$ cat src/rtl/fetch_pkg.sv
// Shared front-end definitions: fetch control states, default instruction geometry
// and the branch-target alignment mask used by the PC and redirect blocks.
package fetch_pkg;

  typedef enum logic [1:0] {
    ST_RUN   = 2'd0,
    ST_WAIT  = 2'd1,
    ST_FLUSH = 2'd2
  } fetch_state_e;

  localparam int unsigned DEFAULT_INSTSIZE = 4;
  localparam logic [31:0] DEFAULT_TRAPVEC  = 32'h20;

  // Low address bits that must be zero for an instruction-aligned target.
  function automatic logic [31:0] align_mask(input int unsigned instsize);
    return 32'(instsize - 1);
  endfunction

endpackage

$ cat src/rtl/fetch_redirect_ctrl.sv
// Fetch redirect controller: turns EX branch resolutions, ID load-use hazards and
// I-mem readiness into PC jump/stall controls and IF/ID flush, ID/EX bubble signals.
module fetch_redirect_ctrl
  import fetch_pkg::*;
#(
  parameter int unsigned       DBITS        = 32,
  parameter int unsigned       INSTSIZE     = DEFAULT_INSTSIZE,
  parameter int unsigned       FLUSH_CYCLES = 2,
  parameter logic [DBITS-1:0]  TRAPVEC      = DBITS'(DEFAULT_TRAPVEC)
) (
  input  logic             CLK,
  input  logic             RESET,
  input  logic             BR_TAKEN,
  input  logic [DBITS-1:0] BR_TARGET,
  input  logic             LOAD_USE,
  input  logic             IMEM_READY,
  output logic             JMP,
  output logic [DBITS-1:0] PCTGT,
  output logic             STALL,
  output logic             NOOP,
  output logic             BUBBLE,
  output logic             MISALIGN,
  output logic [15:0]      REDIRECT_CNT
);

  localparam int unsigned      FW         = $clog2(FLUSH_CYCLES) + 1;
  localparam logic [FW-1:0]    FCNT_INIT  = FW'(FLUSH_CYCLES - 1);
  localparam logic [DBITS-1:0] ALIGN_MASK = DBITS'(align_mask(INSTSIZE));

  fetch_state_e     state_q, state_d;
  logic             pv_q, pv_d;
  logic [DBITS-1:0] ptgt_q, ptgt_d;
  logic [FW-1:0]    fcnt_q, fcnt_d;
  logic             misalign_q, misalign_d;
  logic [15:0]      cnt_q, cnt_d;

  logic             br_mis;
  logic [DBITS-1:0] br_fixed;
  logic             issue;
  logic [DBITS-1:0] issue_tgt;

  assign br_mis   = |(BR_TARGET & ALIGN_MASK);
  assign br_fixed = br_mis ? TRAPVEC : BR_TARGET;

  always_comb begin
    JMP        = 1'b0;
    PCTGT      = '0;
    STALL      = 1'b0;
    NOOP       = 1'b0;
    BUBBLE     = 1'b0;
    state_d    = state_q;
    pv_d       = pv_q;
    ptgt_d     = ptgt_q;
    fcnt_d     = fcnt_q;
    misalign_d = misalign_q;
    cnt_d      = cnt_q;
    issue      = 1'b0;
    issue_tgt  = br_fixed;

    case (state_q)
      ST_RUN: begin
        if (BR_TAKEN) begin
          issue      = 1'b1;
          misalign_d = misalign_q | br_mis;
        end else if (!IMEM_READY) begin
          STALL   = 1'b1;
          state_d = ST_WAIT;
        end else if (LOAD_USE) begin
          STALL  = 1'b1;
          BUBBLE = 1'b1;
        end
      end
      ST_WAIT: begin
        if (!IMEM_READY) begin
          STALL = 1'b1;
          // Only the oldest branch is kept; later ones are on its wrong path.
          if (BR_TAKEN && !pv_q) begin
            pv_d       = 1'b1;
            ptgt_d     = br_fixed;
            misalign_d = misalign_q | br_mis;
            NOOP       = 1'b1;
          end
        end else if (pv_q) begin
          issue     = 1'b1;
          issue_tgt = ptgt_q;
          pv_d      = 1'b0;
        end else if (BR_TAKEN) begin
          issue      = 1'b1;
          misalign_d = misalign_q | br_mis;
        end else begin
          state_d = ST_RUN;
          if (LOAD_USE) begin
            STALL  = 1'b1;
            BUBBLE = 1'b1;
          end
        end
      end
      ST_FLUSH: begin
        NOOP = 1'b1;
        if (!IMEM_READY) begin
          STALL = 1'b1;
        end else if (fcnt_q <= FW'(1)) begin
          fcnt_d  = '0;
          state_d = ST_RUN;
        end else begin
          fcnt_d = fcnt_q - FW'(1);
        end
      end
      default: state_d = ST_RUN;
    endcase

    if (issue) begin
      JMP   = 1'b1;
      PCTGT = issue_tgt;
      NOOP  = 1'b1;
      cnt_d = cnt_q + 16'd1;
      if (FLUSH_CYCLES > 1) begin
        state_d = ST_FLUSH;
        fcnt_d  = FCNT_INIT;
      end else begin
        state_d = ST_RUN;
      end
    end

    if (RESET) begin
      JMP    = 1'b0;
      PCTGT  = '0;
      STALL  = 1'b0;
      NOOP   = 1'b1;
      BUBBLE = 1'b0;
    end
  end

  always_ff @(posedge CLK) begin
    if (RESET) begin
      state_q    <= ST_RUN;
      pv_q       <= 1'b0;
      ptgt_q     <= '0;
      fcnt_q     <= '0;
      misalign_q <= 1'b0;
      cnt_q      <= '0;
    end else begin
      state_q    <= state_d;
      pv_q       <= pv_d;
      ptgt_q     <= ptgt_d;
      fcnt_q     <= fcnt_d;
      misalign_q <= misalign_d;
      cnt_q      <= cnt_d;
    end
  end

  assign MISALIGN     = misalign_q;
  assign REDIRECT_CNT = cnt_q;

endmodule

$ cat config.mk
export PLATFORM = sky130hd
export DESIGN_NAME = fetch_redirect_ctrl
export DESIGN_NICKNAME = d
export VERILOG_FILES = /design/src/rtl/fetch_pkg.sv /design/src/rtl/fetch_redirect_ctrl.sv
export SDC_FILE = /design/constraint.sdc
export NUM_CORES = 1
export LEC_CHECK = 0
export ABC_AREA = 1
export BUFFER_PORTS_ARGS = -buffer_cell sky130_fd_sc_hd__buf_2
export CAP_MARGIN = 20
export CELL_PAD_IN_SITES_DETAIL_PLACEMENT = 1
export CELL_PAD_IN_SITES_GLOBAL_PLACEMENT = 2
export CORE_MARGIN = 2
export CORE_UTILIZATION = 30
export DETAILED_ROUTE_END_ITERATION = 12
export PLACE_DENSITY = 0.85
export SYNTH_ARGS = -nofsm -noshare
export SYNTH_HDL_FRONTEND = slang
export SYNTH_SLANG_ARGS = --single-unit
$ cat constraint.sdc
create_clock -name CLK -period 3.3 [get_ports CLK]
set_input_delay 0 -clock CLK [delete_from_list [all_inputs] [get_ports CLK]]
set_output_delay 0 -clock CLK [all_outputs]
set_load 0.01 [all_outputs]
## After elaboration in Yosys (flattened, before gate mapping)

Index checks and enable logic that the tools add are counted.

| storage, ports and cells | value |
|---|---|
| flip-flop bits (word level) | 54 |
| bits of input ports | 37 |
| output and inout port bits | 53 |
| word-level logic and storage cells | 98 |

| operators by class | value |
|---|---|
| eq/ne operators | 18 |
| reductions and logical operators | 16 |
| order comparisons | 1 |
| add/sub/neg operators | 2 |
| bitwise gates (word level) | 2 |
| mux-type cells | 51 |

Operators by type and width:

| operator | count |
|---|---|
| 32-bit two-way mux | 6 |
| 1-bit two-way mux | 30 |
| 3-bit inequality test, second input constant | 9 |
| 2-bit two-way mux | 9 |
| 16-bit by 1-bit adder with 16-bit output, second input constant | 1 |
| 2-bit inequality test, second input constant | 7 |
| 7-bit AND reduction | 2 |
| 1-bit one-hot mux with 2 select lines | 4 |
| 2-bit nonzero test | 4 |
| 2-bit one-hot mux with 3 select lines | 1 |
| 2-bit AND reduction | 3 |
| 3-bit AND reduction | 2 |
| 2-bit OR reduction | 2 |
| 1-bit one-hot mux with 3 select lines | 1 |
| 2-bit by 1-bit == test with 1-bit output, second input constant | 1 |
| 2-bit == test, second input constant | 1 |
| 2-bit by 1-bit <= comparator with 1-bit output, second input constant | 1 |
| 2-bit zero test | 1 |
| 2-bit by 1-bit subtractor with 2-bit output, second input constant | 1 |
| 1-bit logical AND | 1 |
| 1-bit zero test | 1 |
| 1-bit inverter | 1 |
| 1-bit OR | 1 |

## Longest topological paths before layout

| depth | value |
|---|---|
| depth in word-level cells | 7 |
| gate-level depth with buffers | 11 |
| mapped depth without buffers | 10 |

## Worst setup path before layout

No wires, ideal clock.

| path | value |
|---|---|
| path type | flip-flop to output port |
| from | reg state_q[1] |
| to | out PCTGT[10] |
| path slack | 1.789 ns |
| arrival time | 1.511 ns |
| required time | 3.300 ns |
| stages on the path, launching flop included | 8 |
| path buffers | 2 |
| path through | dfxtp_1 -> inv_1 -> ha_1 -> buf_2 -> nand3_2 -> clkbuf_1 -> nor2_1 -> a211oi_2 |

| between the ends | value |
|---|---|
| longest elaborated chain between the ends | 4 |
| elaborated cells on any way between the ends | 6 |
| those cells by class | 1 x eq/ne; 4 x mux; 1 x reduce/logical |

Ends and longest elaborated chain:

| element | line | RTL |
|---|---|---|
| from (decl) | fetch_redirect_ctrl.sv:30 | `fetch_state_e state_q, state_d;` |
| from (signal assigned) | fetch_redirect_ctrl.sv:143 | `state_q <= state_d;` |
| 2-bit by 1-bit == test with 1-bit output / 2-bit zero test (equally long branches) | fetch_redirect_ctrl.sv:60 | `case (state_q)` |
| 1-bit one-hot mux with 2 select lines / 32-bit two-way mux (equally long branches) | fetch_redirect_ctrl.sv:60 |  |
| 32-bit two-way mux (*) | fetch_redirect_ctrl.sv:112 | `if (issue) begin` |
| 32-bit two-way mux (*) | fetch_redirect_ctrl.sv:125 | `if (RESET) begin` |
| to (decl) | fetch_redirect_ctrl.sv:18 | `output logic [DBITS-1:0] PCTGT,` |

Mark *: on every way between the ends. The rest lies on a longest branch, timed or not.

## Worst setup path after layout

| path | value |
|---|---|
| from | reg state_q[1] |
| to | out PCTGT[13] |

The elaborated chain is that of the path after synthesis.

==> summary.txt <==
Job
  • Max-Cap Viols: 0

Global route
  • Global-route wire length before repair: 15,800 um
  • Total gr overflow: 0
  • Vias in the first global route: approximately 3,400
  • Initial antenna violation count: 0
  • GRT Overall Usage: 0.170
  • Pin count of the biggest net entering global routing: 43

Critical path
  • Reg-to-Reg End: REDIRECT_CNT[1]$_SDFFE_PP0P_
  • Crit path arrival time: 2470 ps
  • Data required, critical path: 3300 ps
  • CP endpoint: PCTGT[13]
  • CP Launch Type: flop
  • Flop2flop setup slack: between 1000 and 1500 ps
  • CP max FO: 42
  • CP Class: reg2out
  • Max stage delay on crit path: 510 ps
  • Worst R2R Path Depth: 7
  • Critical path capture point type: primary output
  • Crit-path slowest cell: buf_4
  • CP startpoint: state_q[1]$_SDFFE_PP0P_
  • Worst-path cell chain: inv_1 -> ha_1 -> nand3_2 -> buf_4 -> nor2_1 -> a211oi_2 -> buf_2
  • RR Startpoint: state_q[1]$_SDFFE_PP0P_

STA
  • Final setup violation count: 0
  • Crit path time final: 2470 ps
  • RSZ-0062 raised after global routing: no
  • Hold WS: 13.5 ps
  • Worst clock skew: between 10 and 15 ps
  • Setup TNS: 0 ps
  • Final WS setup: 834 ps
  • Final worst-path cycle share: 0.747
  • Achievable Freq: 405 MHz
  • Slew headroom: 0.506
  • Hold Vio Cnt, Final: 0
  • Slew @ Worst Pin: around 740 ps
  • Slew Limit Fails: 0

Final layout
  • Area Growth Syn to Fin: 28.2%
  • Share of cells above drive strength 1: 0.258
  • Nets: between 500 and 600
  • Final instance area: 0.00401 sq mm
  • Ant. Diodes: 0

Placed design
  • Hpwl dp: around 6600 um
  • Setup WS pre-CTS: between 1000 and 1500 ps
  • PortBufs: 89
  • Area post-placement: 0.00364 sq mm
  • GPL Wtd Cong: 0.792

Yosys
  • Sequential-to-total area share from yosys stat: 0.345
  • Ys Warns: 0
  • Synthesized net count: 489
  • Post-synthesis instance area: 0.00313 sq mm
  • Post-synthesis register bit count: 54
  • Cells after Synth: 447
  • Avg Cell Area, Syn: ~7 sq um
  • Yosys cell types: 36

Hold path
  • Worst Hold Class: in2reg

Route
  • Vias: around 3,300
  • Iteration-0 DRC count of the detailed router: 108
  • DRT Wirelength: 9250 um
  • Number of routed nets with antenna violations: 0
  • Via density: roughly 4.8
  • DRC: 0
  • First-pass DRT Iterations: 4
  • Wire per inst: 13.5 um

Die
  • Area of the core: 0.0102 sq mm
  • Die footprint: 0.0113 sq mm
  • Starting Density: 0.306
  • Row count: 37
  • Die X: 106 um
  • Ports: 90
  • Die Ht: 106 um

Clocking
  • CTS sink cnt: 54
  • Bufs on Longest Clock Path: 2
  • Skew-Pair Late Insertion Delay: 320 ps
  • CTS root buffer: clkbuf_8
  • CTS tree: done
  • CTS buffer count: 5
  • Reg clk slew, reported paths: about 110 ps
  • H-tree depth: 2

Outcome
  • Status: finished clean

Power
  • P per Cell Area: 375 mW/mm^2
  • P_leak: around 1.9 nW
  • VDD IR max: between 0.00015 and 0.0002 V
[stage by stage]
| stage | power (W) | utilization | std cells |
|---|---|---|---|
| final | 0.00150 | 0.392 | 686 |
| after floorplan | 0.000932 | - | 447 |
| after detailed placement | 0.00102 | 0.356 | 653 |
| after CTS | 0.00152 | 0.392 | 686 |
| after global routing | 0.00159 | 0.392 | 686 |
| after global placement | 0.00101 | 0.356 | 653 |
[cells in the final DEF (no fill, tap or decap), drive strengths merged, types with 9 or more instances in the layout]
master / Yosys / routed
nor2: 77 / 77
dlygate4sd3: 0 / 25
inv: 45 / 47
o21ai: 40 / 40
nand3: 19 / 19
nor3: 9 / 9
buf: 19 / 94
a21oi: 44 / 44
a211oi: 23 / 23
nand2: 96 / 96
dfxtp: 54 / 54
[Yosys cell counts (all sizes together)]
master	count	area (sq um)
clkbuf	5	18.8
clkinv	1	3.75
nand4	3	18.8
a21oi	44	231
buf	19	125
nor3	9	50.1
nand3	19	100
or2	1	6.26
nand2	96	402
a31oi	1	6.26
xor2	1	8.76
a21boi	1	7.51
xnor2	1	8.76
inv	45	171
dfxtp	54	1080
a22o	1	8.76
a211oi	23	283
ha	5	62.6
o2111ai	1	8.76
o21ai	40	200
nor2	77	327
[kinds of logic after synthesis]
family          after synthesis  share of synthesized area
compound gates              111                      0.238
xor+xnor                      2                    0.00560
fa+ha+maj                     5                     0.0200
buf+inv                      70                      0.102
flops                        54                      0.345
simple gates                205                      0.289
[registers in the layout, indices dropped and copies added (netlist names)]
name / cells
MISALIGN: 1
REDIRECT_CNT: 16
fcnt_q: 2
ptgt_q: 32
pv_q: 1
state_q: 2
[layout make-up]
| type | instances | area, sq um |
|---|---|---|
| Clock buffer | 5 | 68.8 |
| Clock inverter | 3 | 47.5 |
| Inverter | 46 | 175 |
| Multi-Input combinational cell | 323 | 1740 |
| Tap cell | 136 | 170 |
| Timing Repair Buffer | 119 | 733 |
| Fill cell | 1297 | 6220 |
| Sequential cell | 54 | 1080 |
[where the power goes]
group	internal [W]	leakage, nW	switching (W)
logic	0.000116	1.37	0.000195
clock network	0.000232	0.0591	0.000247
registers	0.000686	0.437	0.0000272
[worst min-delay path by stage]
stage,endpoint,startpoint,slack [ps],depth (start not counted)
3_5_place_dp,ptgt_q[15]$_SDFFE_PP0P_,BR_TARGET[15],290,3
3_3_place_gp,ptgt_q[15]$_SDFFE_PP0P_,BR_TARGET[15],280,3
2_1_floorplan,BUBBLE,LOAD_USE,120,2
4_1_cts,ptgt_q[5]$_SDFFE_PP0P_,BR_TARGET[5],9,4
6_report,ptgt_q[5]$_SDFFE_PP0P_,BR_TARGET[5],10,4
5_1_grt,MISALIGN$_SDFFE_PP0P_,BR_TAKEN,50,3
[per-layer routing]
metal  share of wire  track usage  vias up  wire length, um
met5               0            0        -                0
met2            0.48        0.299       67             4420
met3           0.036       0.0300        9              334
met1            0.47        0.216     1551             4390
li1                -            -     1665                -
met4           0.011       0.0367        0              106
[worst max-delay path: cells and delay by family, from the launching register on]
kind | cells | cell delay, ps
flops | 1 | 440
compound gates | 1 | 240
fa+ha+maj | 1 | 300
buf+inv | 3 | 770
simple gates | 2 | 380
[repair_timing]
item / 4_1_cts / 5_1_grt
resized for setup: 0 / 0
hold buffers: 25 / 0
setup buffers: 0 / 0
endpoints found under the hold margin: 29 / 0
(Power assumes the default switching activity.)
